`config.mk`:
```
export PLATFORM = sky130hd
export DESIGN_NAME = control_fsm_flat
export DESIGN_NICKNAME = d
export VERILOG_FILES = /design/src/rtl/control_fsm_pkg.sv /design/src/rtl/control_fsm_if.sv /design/src/rtl/control_fsm_cond_eval.sv /design/src/rtl/control_fsm.sv /design/src/flat_wrapper.sv
export SDC_FILE = /design/constraint.sdc
export NUM_CORES = 1
export LEC_CHECK = 0
export CORE_UTILIZATION = 46
export DETAILED_ROUTE_END_ITERATION = 10
export DONT_BUFFER_PORTS = 1
export PLACE_DENSITY = 0.65
export SYNTH_ARGS = -nofsm -noshare
export SYNTH_HDL_FRONTEND = slang
export SYNTH_HIERARCHICAL = 1
export SYNTH_SLANG_ARGS = --single-unit
```
`constraint.sdc`:
```
create_clock -name clk -period 3.8 [get_ports clk]
set_input_delay 0.38 -clock clk [delete_from_list [all_inputs] [get_ports clk]]
set_output_delay 0.38 -clock clk [all_outputs]
set_load 0.02 [all_outputs]
```
`src/rtl/control_fsm_pkg.sv`:
```
`default_nettype none
// ============================================================================
// Package    : ablomm_cpu
// Description: Shared types for the control FSM: status flags, condition and
//              opcode encodings, register/ALU selectors, FSM states and the
//              bundled datapath control word.
// Revision   : 1.0 - initial release
// ============================================================================
package ablomm_cpu;

    // Flags produced by a compare a-b. carry is the "no borrow" flag:
    // it is set when a >= b unsigned.
    typedef struct packed {
        logic overflow;
        logic negative;
        logic carry;
        logic zero;
    } status_t;

    // Encodings 11..15 are undefined and evaluate as "always".
    typedef enum logic [3:0] {
        COND_NONE = 4'd0,
        COND_EQ   = 4'd1,
        COND_NE   = 4'd2,
        COND_LTU  = 4'd3,
        COND_GTU  = 4'd4,
        COND_LEU  = 4'd5,
        COND_GEU  = 4'd6,
        COND_LTS  = 4'd7,
        COND_GTS  = 4'd8,
        COND_LES  = 4'd9,
        COND_GES  = 4'd10
    } cond_e;

    typedef enum logic [3:0] {
        R0, R1, R2, R3, R4, R5, R6, R7, R8, R9, R10, R11, R12, SP, LR, PC
    } reg_e;

    typedef enum logic [3:0] {
        ALU_PASS, ALU_ADD, ALU_SUB, ALU_AND, ALU_OR,  ALU_XOR, ALU_NOT, ALU_SHL,
        ALU_SHR,  ALU_ASR, ALU_ROL, ALU_ROR, ALU_ADC, ALU_SBC, ALU_NEG, ALU_CMP
    } alu_op_e;

    // Encodings 5..15 are undefined and stop the machine with illegal set.
    typedef enum logic [3:0] {
        OP_NOP  = 4'd0,
        OP_ALU  = 4'd1,
        OP_LD   = 4'd2,
        OP_ST   = 4'd3,
        OP_HALT = 4'd4
    } op_e;

    typedef enum logic [2:0] {
        ST_FETCH  = 3'd0,
        ST_DECODE = 3'd1,
        ST_EXEC   = 3'd2,
        ST_ADDR   = 3'd3,
        ST_MEM    = 3'd4,
        ST_STOP   = 3'd5
    } state_e;

    // sel_in names the register-file write port target (dst).
    typedef struct packed {
        logic    mem_rd;
        logic    mem_wr;
        reg_e    sel_a;
        logic    oe_a;
        reg_e    sel_b;
        logic    oe_b;
        reg_e    sel_in;
        logic    ld_reg_file;
        logic    count_b;
        logic    ld_ir;
        logic    ld_status;
        logic    ld_mdr;
        logic    oe_mdr;
        logic    ld_mar;
        logic    oe_mar;
        alu_op_e alu_op;
        logic    oe_alu;
    } ctrl_t;

endpackage
`default_nettype wire

```
`src/rtl/control_fsm_if.sv`:
```
`default_nettype none
// ============================================================================
// Interface  : control_fsm_if
// Description: Instruction/status/memory-handshake inputs and control/debug
//              outputs of the control FSM. master = FSM side, slave = datapath.
// Revision   : 1.0 - initial release
// ============================================================================
interface control_fsm_if #(
    parameter int WIDTH = 32,
    parameter int CNT_W = 32
) ();
    import ablomm_cpu::*;

    logic [WIDTH-1:0] ir;
    status_t          status;
    logic             mem_ready;
    ctrl_t            ctrl;
    state_e           state;
    logic [CNT_W-1:0] retired;
    logic             bus_err;
    logic             illegal;

    modport master (
        input  ir, status, mem_ready,
        output ctrl, state, retired, bus_err, illegal
    );

    modport slave (
        output ir, status, mem_ready,
        input  ctrl, state, retired, bus_err, illegal
    );
endinterface
`default_nettype wire

```
`src/rtl/control_fsm_cond_eval.sv`:
```
`default_nettype none
// ============================================================================
// Module     : cond_eval
// Description: Combinational evaluation of an instruction condition code
//              against the status flags of the last compare.
// Revision   : 1.0 - initial release
// ============================================================================
module cond_eval
    import ablomm_cpu::*;
(
    input  wire cond_e   cond_i,
    input  wire status_t status_i,
    output logic         pass_o
);
    logic w_lt_s;

    // Signed less-than holds when negative and overflow disagree.
    assign w_lt_s = status_i.negative ^ status_i.overflow;

    // Flag equations; NONE and undefined codes always pass.
    always_comb begin
        pass_o = 1'b1;
        case (cond_i)
            COND_EQ:  pass_o = status_i.zero;
            COND_NE:  pass_o = !status_i.zero;
            COND_LTU: pass_o = !status_i.carry;
            COND_GTU: pass_o = status_i.carry && !status_i.zero;
            COND_LEU: pass_o = !status_i.carry || status_i.zero;
            COND_GEU: pass_o = status_i.carry;
            COND_LTS: pass_o = w_lt_s;
            COND_GTS: pass_o = !status_i.zero && !w_lt_s;
            COND_LES: pass_o = status_i.zero || w_lt_s;
            COND_GES: pass_o = !w_lt_s;
            default:  pass_o = 1'b1;
        endcase
    end
endmodule
`default_nettype wire

```
`src/rtl/control_fsm.sv`:
```
`default_nettype none
// ============================================================================
// Module     : control_fsm
// Description: Multi-cycle CPU sequencer. Registered state, retired counter and
//              sticky error flags; control word decoded combinationally from
//              state, ir and mem_ready. WIDTH must be at least 32.
// Revision   : 1.0 - initial release
// ============================================================================
module control_fsm #(
    parameter int WIDTH    = 32,
    parameter int MAX_WAIT = 16,
    parameter int CNT_W    = 32
) (
    input  wire           clk,
    input  wire           rst,
    control_fsm_if.master bus
);
    import ablomm_cpu::*;

    localparam int C_WAIT_W = $clog2(MAX_WAIT + 1);

    state_e             state_q;
    logic [C_WAIT_W-1:0] wait_q;
    logic [CNT_W-1:0]    retired_q;
    logic                bus_err_q;
    logic                illegal_q;

    cond_e               w_cond;
    op_e                 w_op;
    reg_e                w_dst;
    reg_e                w_src_a;
    reg_e                w_src_b;
    alu_op_e             w_alu_op;
    logic                w_pass;
    logic [C_WAIT_W-1:0] w_wait_inc;
    logic                w_timeout;
    ctrl_t               w_ctrl;

    assign w_cond   = cond_e'(bus.ir[WIDTH-1 -: 4]);
    assign w_op     = op_e'(bus.ir[WIDTH-5 -: 4]);
    assign w_dst    = reg_e'(bus.ir[23:20]);
    assign w_src_a  = reg_e'(bus.ir[19:16]);
    assign w_src_b  = reg_e'(bus.ir[15:12]);
    assign w_alu_op = alu_op_e'(bus.ir[11:8]);

    // One more idle memory cycle would reach the wait limit.
    assign w_wait_inc = wait_q + C_WAIT_W'(1);
    assign w_timeout  = (w_wait_inc == C_WAIT_W'(MAX_WAIT));

    cond_eval u_cond_eval (
        .cond_i   (w_cond),
        .status_i (bus.status),
        .pass_o   (w_pass)
    );

    // Sequencer: state, memory wait counter, retired count and sticky flags.
    always_ff @(posedge clk) begin
        if (rst) begin
            state_q   <= ST_FETCH;
            wait_q    <= '0;
            retired_q <= '0;
            bus_err_q <= 1'b0;
            illegal_q <= 1'b0;
        end else begin
            case (state_q)
                ST_FETCH: begin
                    if (bus.mem_ready) begin
                        state_q <= ST_DECODE;
                    end else if (w_timeout) begin
                        state_q   <= ST_STOP;
                        bus_err_q <= 1'b1;
                    end else begin
                        wait_q <= w_wait_inc;
                    end
                end
                ST_DECODE: begin
                    if (!w_pass) begin
                        state_q   <= ST_FETCH;
                        wait_q    <= '0;
                        retired_q <= retired_q + CNT_W'(1);
                    end else begin
                        case (w_op)
                            OP_NOP: begin
                                state_q   <= ST_FETCH;
                                wait_q    <= '0;
                                retired_q <= retired_q + CNT_W'(1);
                            end
                            OP_ALU:  state_q <= ST_EXEC;
                            OP_LD,
                            OP_ST:   state_q <= ST_ADDR;
                            OP_HALT: begin
                                state_q   <= ST_STOP;
                                retired_q <= retired_q + CNT_W'(1);
                            end
                            default: begin
                                state_q   <= ST_STOP;
                                illegal_q <= 1'b1;
                            end
                        endcase
                    end
                end
                ST_EXEC: begin
                    state_q   <= ST_FETCH;
                    wait_q    <= '0;
                    retired_q <= retired_q + CNT_W'(1);
                end
                ST_ADDR: begin
                    state_q <= ST_MEM;
                    wait_q  <= '0;
                end
                ST_MEM: begin
                    if (bus.mem_ready) begin
                        state_q   <= ST_FETCH;
                        wait_q    <= '0;
                        retired_q <= retired_q + CNT_W'(1);
                    end else if (w_timeout) begin
                        state_q   <= ST_STOP;
                        bus_err_q <= 1'b1;
                    end else begin
                        wait_q <= w_wait_inc;
                    end
                end
                ST_STOP: state_q <= ST_STOP;
                default: state_q <= ST_STOP;
            endcase
        end
    end

    // Control word decode; reset masks everything so an open bus cycle is dropped.
    always_comb begin
        w_ctrl = '0;
        if (!rst) begin
            case (state_q)
                ST_FETCH: begin
                    w_ctrl.sel_b   = PC;
                    w_ctrl.oe_b    = 1'b1;
                    w_ctrl.mem_rd  = 1'b1;
                    w_ctrl.ld_ir   = bus.mem_ready;
                    w_ctrl.count_b = bus.mem_ready;
                end
                ST_EXEC: begin
                    w_ctrl.sel_a       = w_src_a;
                    w_ctrl.sel_b       = w_src_b;
                    w_ctrl.oe_a        = 1'b1;
                    w_ctrl.oe_b        = 1'b1;
                    w_ctrl.alu_op      = w_alu_op;
                    w_ctrl.oe_alu      = 1'b1;
                    w_ctrl.sel_in      = w_dst;
                    w_ctrl.ld_reg_file = 1'b1;
                    w_ctrl.ld_status   = 1'b1;
                end
                ST_ADDR: begin
                    w_ctrl.sel_a  = w_src_a;
                    w_ctrl.oe_a   = 1'b1;
                    w_ctrl.ld_mar = 1'b1;
                end
                ST_MEM: begin
                    w_ctrl.oe_mar = 1'b1;
                    if (w_op == OP_ST) begin
                        w_ctrl.mem_wr = 1'b1;
                        w_ctrl.sel_b  = w_src_b;
                        w_ctrl.oe_b   = 1'b1;
                    end else begin
                        w_ctrl.mem_rd = 1'b1;
                        if (bus.mem_ready) begin
                            w_ctrl.sel_in      = w_dst;
                            w_ctrl.ld_reg_file = 1'b1;
                        end
                    end
                end
                default: w_ctrl = '0;
            endcase
        end
    end

    assign bus.ctrl    = w_ctrl;
    assign bus.state   = state_q;
    assign bus.retired = retired_q;
    assign bus.bus_err = bus_err_q;
    assign bus.illegal = illegal_q;
endmodule
`default_nettype wire

```
`src/flat_wrapper.sv`:
```
// flat-port wrapper written by rule: the top's interface ports become plain ports
module control_fsm_flat import ablomm_cpu::*;
#(
    parameter int WIDTH    = 32,
    parameter int MAX_WAIT = 16,
    parameter int CNT_W    = 32
)
  (clk, rst, bus_ir, bus_status, bus_mem_ready, bus_ctrl, bus_state, bus_retired, bus_bus_err, bus_illegal);
  control_fsm_if #(.WIDTH(WIDTH), .CNT_W(CNT_W)) bus_i ();
  input  wire clk;
  input  wire rst;
  input wire logic [$bits(bus_i.ir)-1:0] bus_ir;
  input wire logic [$bits(bus_i.status)-1:0] bus_status;
  input wire logic [$bits(bus_i.mem_ready)-1:0] bus_mem_ready;
  output wire logic [$bits(bus_i.ctrl)-1:0] bus_ctrl;
  output wire logic [$bits(bus_i.state)-1:0] bus_state;
  output wire logic [$bits(bus_i.retired)-1:0] bus_retired;
  output wire logic [$bits(bus_i.bus_err)-1:0] bus_bus_err;
  output wire logic [$bits(bus_i.illegal)-1:0] bus_illegal;
  assign bus_i.ir = bus_ir;
  assign bus_i.status = bus_status;
  assign bus_i.mem_ready = bus_mem_ready;
  assign bus_ctrl = bus_i.ctrl;
  assign bus_state = bus_i.state;
  assign bus_retired = bus_i.retired;
  assign bus_bus_err = bus_i.bus_err;
  assign bus_illegal = bus_i.illegal;
  control_fsm #(.WIDTH(WIDTH), .MAX_WAIT(MAX_WAIT), .CNT_W(CNT_W)) u_core (.clk(clk), .rst(rst), .bus(bus_i));
endmodule
```
-- Yosys cells after proc, flatten, opt, wreduce, memory -nomap -nowiden
Index checks and enable logic that the tools add are counted.
- register bits: 42
- word-level logic and storage cells: 86
- equal/unequal tests: 23
- add/subtract/negate cells: 2
- mux-type cells: 33
- bitwise gates (word level): 3
- reduce and logical (&&, ||, !) cells: 20
- operators with widths (operator ; count):
    $mux 32 ; 3
    $pmux 32 s3 ; 1
    $mux 5 ; 10
    $add 32x1->32 const B ; 1
    $mux 29 ; 1
    $eq 4x3->1 const B ; 5
    $pmux 5 s4 ; 1
    $eq 4x2->1 const B ; 4
    $pmux 3 s5 ; 1
    $pmux 5 s3 ; 1
    $eq 4x4->1 const B ; 3
    $mux 3 ; 4
    $reduce_and 3->1 ; 4
    $pmux 1 s10 ; 1
    $pmux 5 s2 ; 1
    $pmux 3 s3 ; 1
    $eq 4x1->1 const B ; 2
    $reduce_or 2->1 ; 4
    $eq 3x2->1 const B ; 2
    $mux 1 ; 6
    $ne 3x3->1 const B ; 2
    $add 5x1->5 const B ; 1
    $eq 5x5->1 const B ; 1
    $reduce_or 5->1 ; 1
    other kinds (14) ; 20

-- Logic depth before layout (Yosys ltp)
- depth after elaboration: 6
- gate-level depth with buffers: 11
- gate-level depth less buffers: 9

-- Modules after synthesis
Netlist, hierarchy kept.
- by module, submodules not included (module ; cells an instance ; sequential area each (um^2) ; times used ; area each (um^2)):
    control_fsm ; 295 ; 840.8 ; 1 ; 2417.3
    cond_eval ; 15 ; 0.0 ; 1 ; 86.3

-- Least setup slack after synthesis
OpenSTA, ideal clock, no wires.
- path type: flip-flop to output port
- start point: register u_core.state_q[1], in the netlist u_core/bus.state[1]
- end point: output bus_ctrl[11]
- path buffers: 2
- data arrival time: 1.908 ns
- slack: 1.512 ns
- cell stages (with the launch flop): 5
- required time: 3.420 ns
- path through: dfxtp_1 -> clkbuf_1 -> or3_1 -> nor3b_1 -> buf_4
- longest elaborated chain between the ends: 3
- ends and longest elaborated chain (what ; line ; RTL):
    start: declaration ; control_fsm.sv:22 ; state_e state_q;
    start signal: assignment ; control_fsm.sv:59 ; state_q <= ST_FETCH;
    start signal: assignment ; control_fsm.sv:68 ; state_q <= ST_DECODE;
    start signal: assignment ; control_fsm.sv:70 ; state_q <= ST_STOP;
    $logic_not 3->1 ; control_fsm.sv:133 ; case (state_q)
    $mux 2 ; control_fsm.sv:133 ;
    $mux 29 ; control_fsm.sv:132 ; if (!rst) begin
    end: declaration ; flat_wrapper.sv:15 ; output wire logic [$bits(bus_i.ctrl)-1:0] bus_ctrl;
No other way between the ends.

-- Worst setup path in the final report
- start point: register u_core.state_q[2], in the netlist u_core/bus.state[2]
- end point: register u_core.retired_q[26], in the netlist u_core/bus.retired[26]
- longest elaborated chain between the ends: 3
- ends and longest elaborated chain (what ; line ; RTL):
    $eq 3x1->1 (tied with other cells) ; control_fsm.sv:65 ; case (state_q)
    $ne 3x3->1 (no source line) (tied with other cells) ; - ;
    $reduce_and 3->1 (no source line) ; - ;
    end signal: assignment ; control_fsm.sv:80 ; retired_q <= retired_q + CNT_W'(1);
    end signal: assignment ; control_fsm.sv:86 ; retired_q <= retired_q + CNT_W'(1);
    end signal: assignment ; control_fsm.sv:93 ; retired_q <= retired_q + CNT_W'(1);
    end: declaration ; control_fsm.sv:24 ; logic [CNT_W-1:0] retired_q;
Parallel ways exist; a longest one is shown, timed or not.
A chain may end at the register's enable or synchronous reset.

==> metrics.txt <==
Vias around 2200; internal power approximately 0.00062 W; port bufs 0; H-Tree Depth 2; ys async rst share 0%; fill cell count about 510; worst min path class input port to register; Reg2Reg Depth 5; sequential fraction of the synthesis area between 30% and 40%; Sw Ratio approximately a quarter; Clock transition at path regs approximately 0.070 ns; post-synthesis cell count 310; fin. max-slew vios 0; combinational share of power a little over a tenth; period utilization a little under three quarters; Worst VDD drop 0.228 mV; number of global-route vias before repair about 1800; Worst Skew between 0.003 and 0.004 ns; Max-Cap Viols 0; n_diodes 0; Util after Layout approximately 50%; crit end category register; Slew headroom 41.7%; FF-to-FF End u_core/bus.retired[26]; Routability Congestion around 0.75; Resize count post-CTS 0; Unique masters post-synth 51; Psw 0.000215 W; top_reg_cell synth dfxtp_1; PnR worst setup slack 1.07 ns; Hold Slack 0.155 ns; maximum fanout along the worst path 22; CP Data Required Time ~4 ns; Die ar. between 5000 and 6000 um2; Cell Pwr Density around 320 nW/um2; worst slew pin tran about 0.87 ns; drt first pass iters 4; Worst Hold Depth 1; multi-input logic area approximately 1500 um2; initial antenna violation count 0; I/O Pins 105; # DRC 0; crit path time final approximately 2.7 ns; CP startpoint kind register; WS Path Type register to register; first-pass GRT wire length approximately 8500 um; remaining global-route overflow 0; layout cell share with drive strength beyond 1 7.28%; register area about 840 um2; crit path DAT roughly 3.0 ns; r2r setup slk roughly 1.1 ns; Ys Warns 6; Critical path origin u_core/bus.state[2]; Nets approximately 340; CTS tree done; Via density between 5 and 6; root buffer cell clkbuf_8; # rows 26; beginning of the worst hold path rst; Setup Viol. Count Final 0; core area approximately 5200 um2; Setup Total Neg Slack 0 ns; remaining antenna violation count 0; Initial Util 48.4%; CTS max path bufs 2; die height around 76 um; DIE WIDTH about 76 um; Post-Syn Area approximately 2500 um2; leak pwr ~0.9 nW; hold_buf cts 0; gr usage total 19.1%; clock sinks 42; clock network fraction of total power between 30 and 40%; synthesized area per cell around 8.1 um2; reg2reg start u_core/bus.state[2]; Reg power frac a little under three fifths; setup repair after global routing missed its margin false; number of enable flip-flop cells after synthesis 0; Max Fclk between 0.3 and 0.4 GHz; WL/cell 14.6 um; Synth Register Bits 42; pre-CTS setup slack ~1.1 ns; Post-DP HPWL between 3000 and 4000 um; Final Routed Wirelength around 5400 um; status completed; Finished Cell Area about 2600 um2; Post-CTS Setup Bufs 0; initial drt markers between 80 and 90; CTS Buf Count 5; clk_lat worst skew about 0.29 ns; post-synthesis to final-layout area growth 4.15%; dpl cell area 2520 um2; WHS Endpoint u_core/bus.bus_err; Final Hold Viols 0; largest net degree at the start of global routing 45
cells in the final DEF (no fill, tap or decap), types with 2 or more instances in the layout:
master / count
nor4_1: 3
and4_1: 2
or2_2: 2
nand3_1: 3
and2_1: 15
conb_1: 2
nor3b_1: 2
or4b_2: 2
nand4_1: 4
a21oi_1: 24
o2111ai_4: 2
or4_1: 2
o211ai_1: 6
o31ai_1: 2
inv_1: 7
nor3_1: 9
mux2i_1: 2
o21a_1: 4
and3_1: 10
xor2_1: 20
nand2_1: 23
nor2b_1: 5
o21ai_1: 2
o21ai_0: 24
o2111ai_1: 8
buf_4: 3
ha_1: 2
a211oi_1: 3
nand2b_1: 2
clkbuf_8: 6
or3_1: 10
dfxtp_1: 42
nor2_1: 31
xnor2_1: 2
how the worst max path moves through the flow:
stage | end | slack, ns | cells past startpoint
2_1_floorplan | bus_ctrl[11] | 1.51 | 4
3_3_place_gp | u_core/bus.retired[28] | 1.12 | 5
3_5_place_dp | u_core/bus.retired[26] | 1.09 | 9
4_1_cts | u_core/bus.retired[24] | 1.09 | 5
5_1_grt | u_core/bus.retired[24] | 0.83 | 5
6_report | u_core/bus.retired[26] | 1.07 | 5
power groups by stage:
stage	Sequential [W]	Clock [W]	Combinational, W
global placement	0.000478	0	0.0000873
CTS	0.000468	0.000292	0.0000890
floorplan	0.000470	0	0.0000927
finish	0.000468	0.000282	0.0000886
detailed placement	0.000478	0	0.0000888
global route	0.000469	0.000311	0.0000981
worst max-delay path, cell delays in order, from the launching register on:
cell and delay, ns:
dfxtp_1 0.85, nand3b_1 0.23, a21oi_2 0.72, o2111ai_2 0.33, or3_1 0.39, a21oi_1 0.14
Yosys cell counts (4+ instances only):
library cell  instances  area (um2)
a21oi_1              25         125
and2_1               15        93.8
and3_1               10        62.6
buf_4                 7        52.6
clkbuf_1              8        30.0
dfxtp_1              42         841
inv_1                 7        26.3
nand2_1              23        86.3
nand4_1               4        25.0
nor2_1               31         116
nor2b_1               5        31.3
nor3_1                9        45.0
o2111ai_1             8        70.1
o211ai_1              6        45.0
o21a_1                4        30.0
o21ai_0              24         120
or3_1                10        62.6
xor2_1               20         175
stage by stage:
stage	std cells	total power (W)
after floorplan	311	0.000563
after global placement	366	0.000565
after detailed placement	366	0.000567
after CTS	372	0.000848
after global routing	372	0.000878
final	372	0.000838
state kept, by name, indices dropped and copies added (netlist names):
name	flops
u_core/bus.illegal	1
u_core/bus.state	3
u_core/bus.retired	32
u_core/wait_q	5
u_core/bus.bus_err	1
kinds of logic after synthesis:
kind of cell	count (synthesis)	share of synthesized area (%)
buffers and inverters	25	4.90
AND/OR/NAND/NOR	131	29.0
XOR/XNOR	22	7.70
flip-flops	42	33.6
other	1	0.150
adder cells (fa/ha/maj)	2	0.999
AO/OA/AOI/OAI	85	22.9
multiplexers	2	0.800
metal layers:
metal | GRT usage [%] | part of all wire (%) | vias to the layer above
met4 | 6.17 | 0.57 | 0
li1 | - | - | 1104
met2 | 30.1 | 47 | 45
met1 | 24.6 | 46 | 1033
met5 | 0 | 0 | -
met3 | 6.61 | 6.2 | 5
cell type report:
type | count | share of cell area [%]
Clock buffer | 6 | 3.17
Sequential cell | 42 | 32.2
Tap cell | 70 | 3.36
Timing Repair Buffer | 3 | 0.864
Inverter | 7 | 1.01
Multi-Input combinational cell | 244 | 59.4
(Power assumes the default switching activity.)
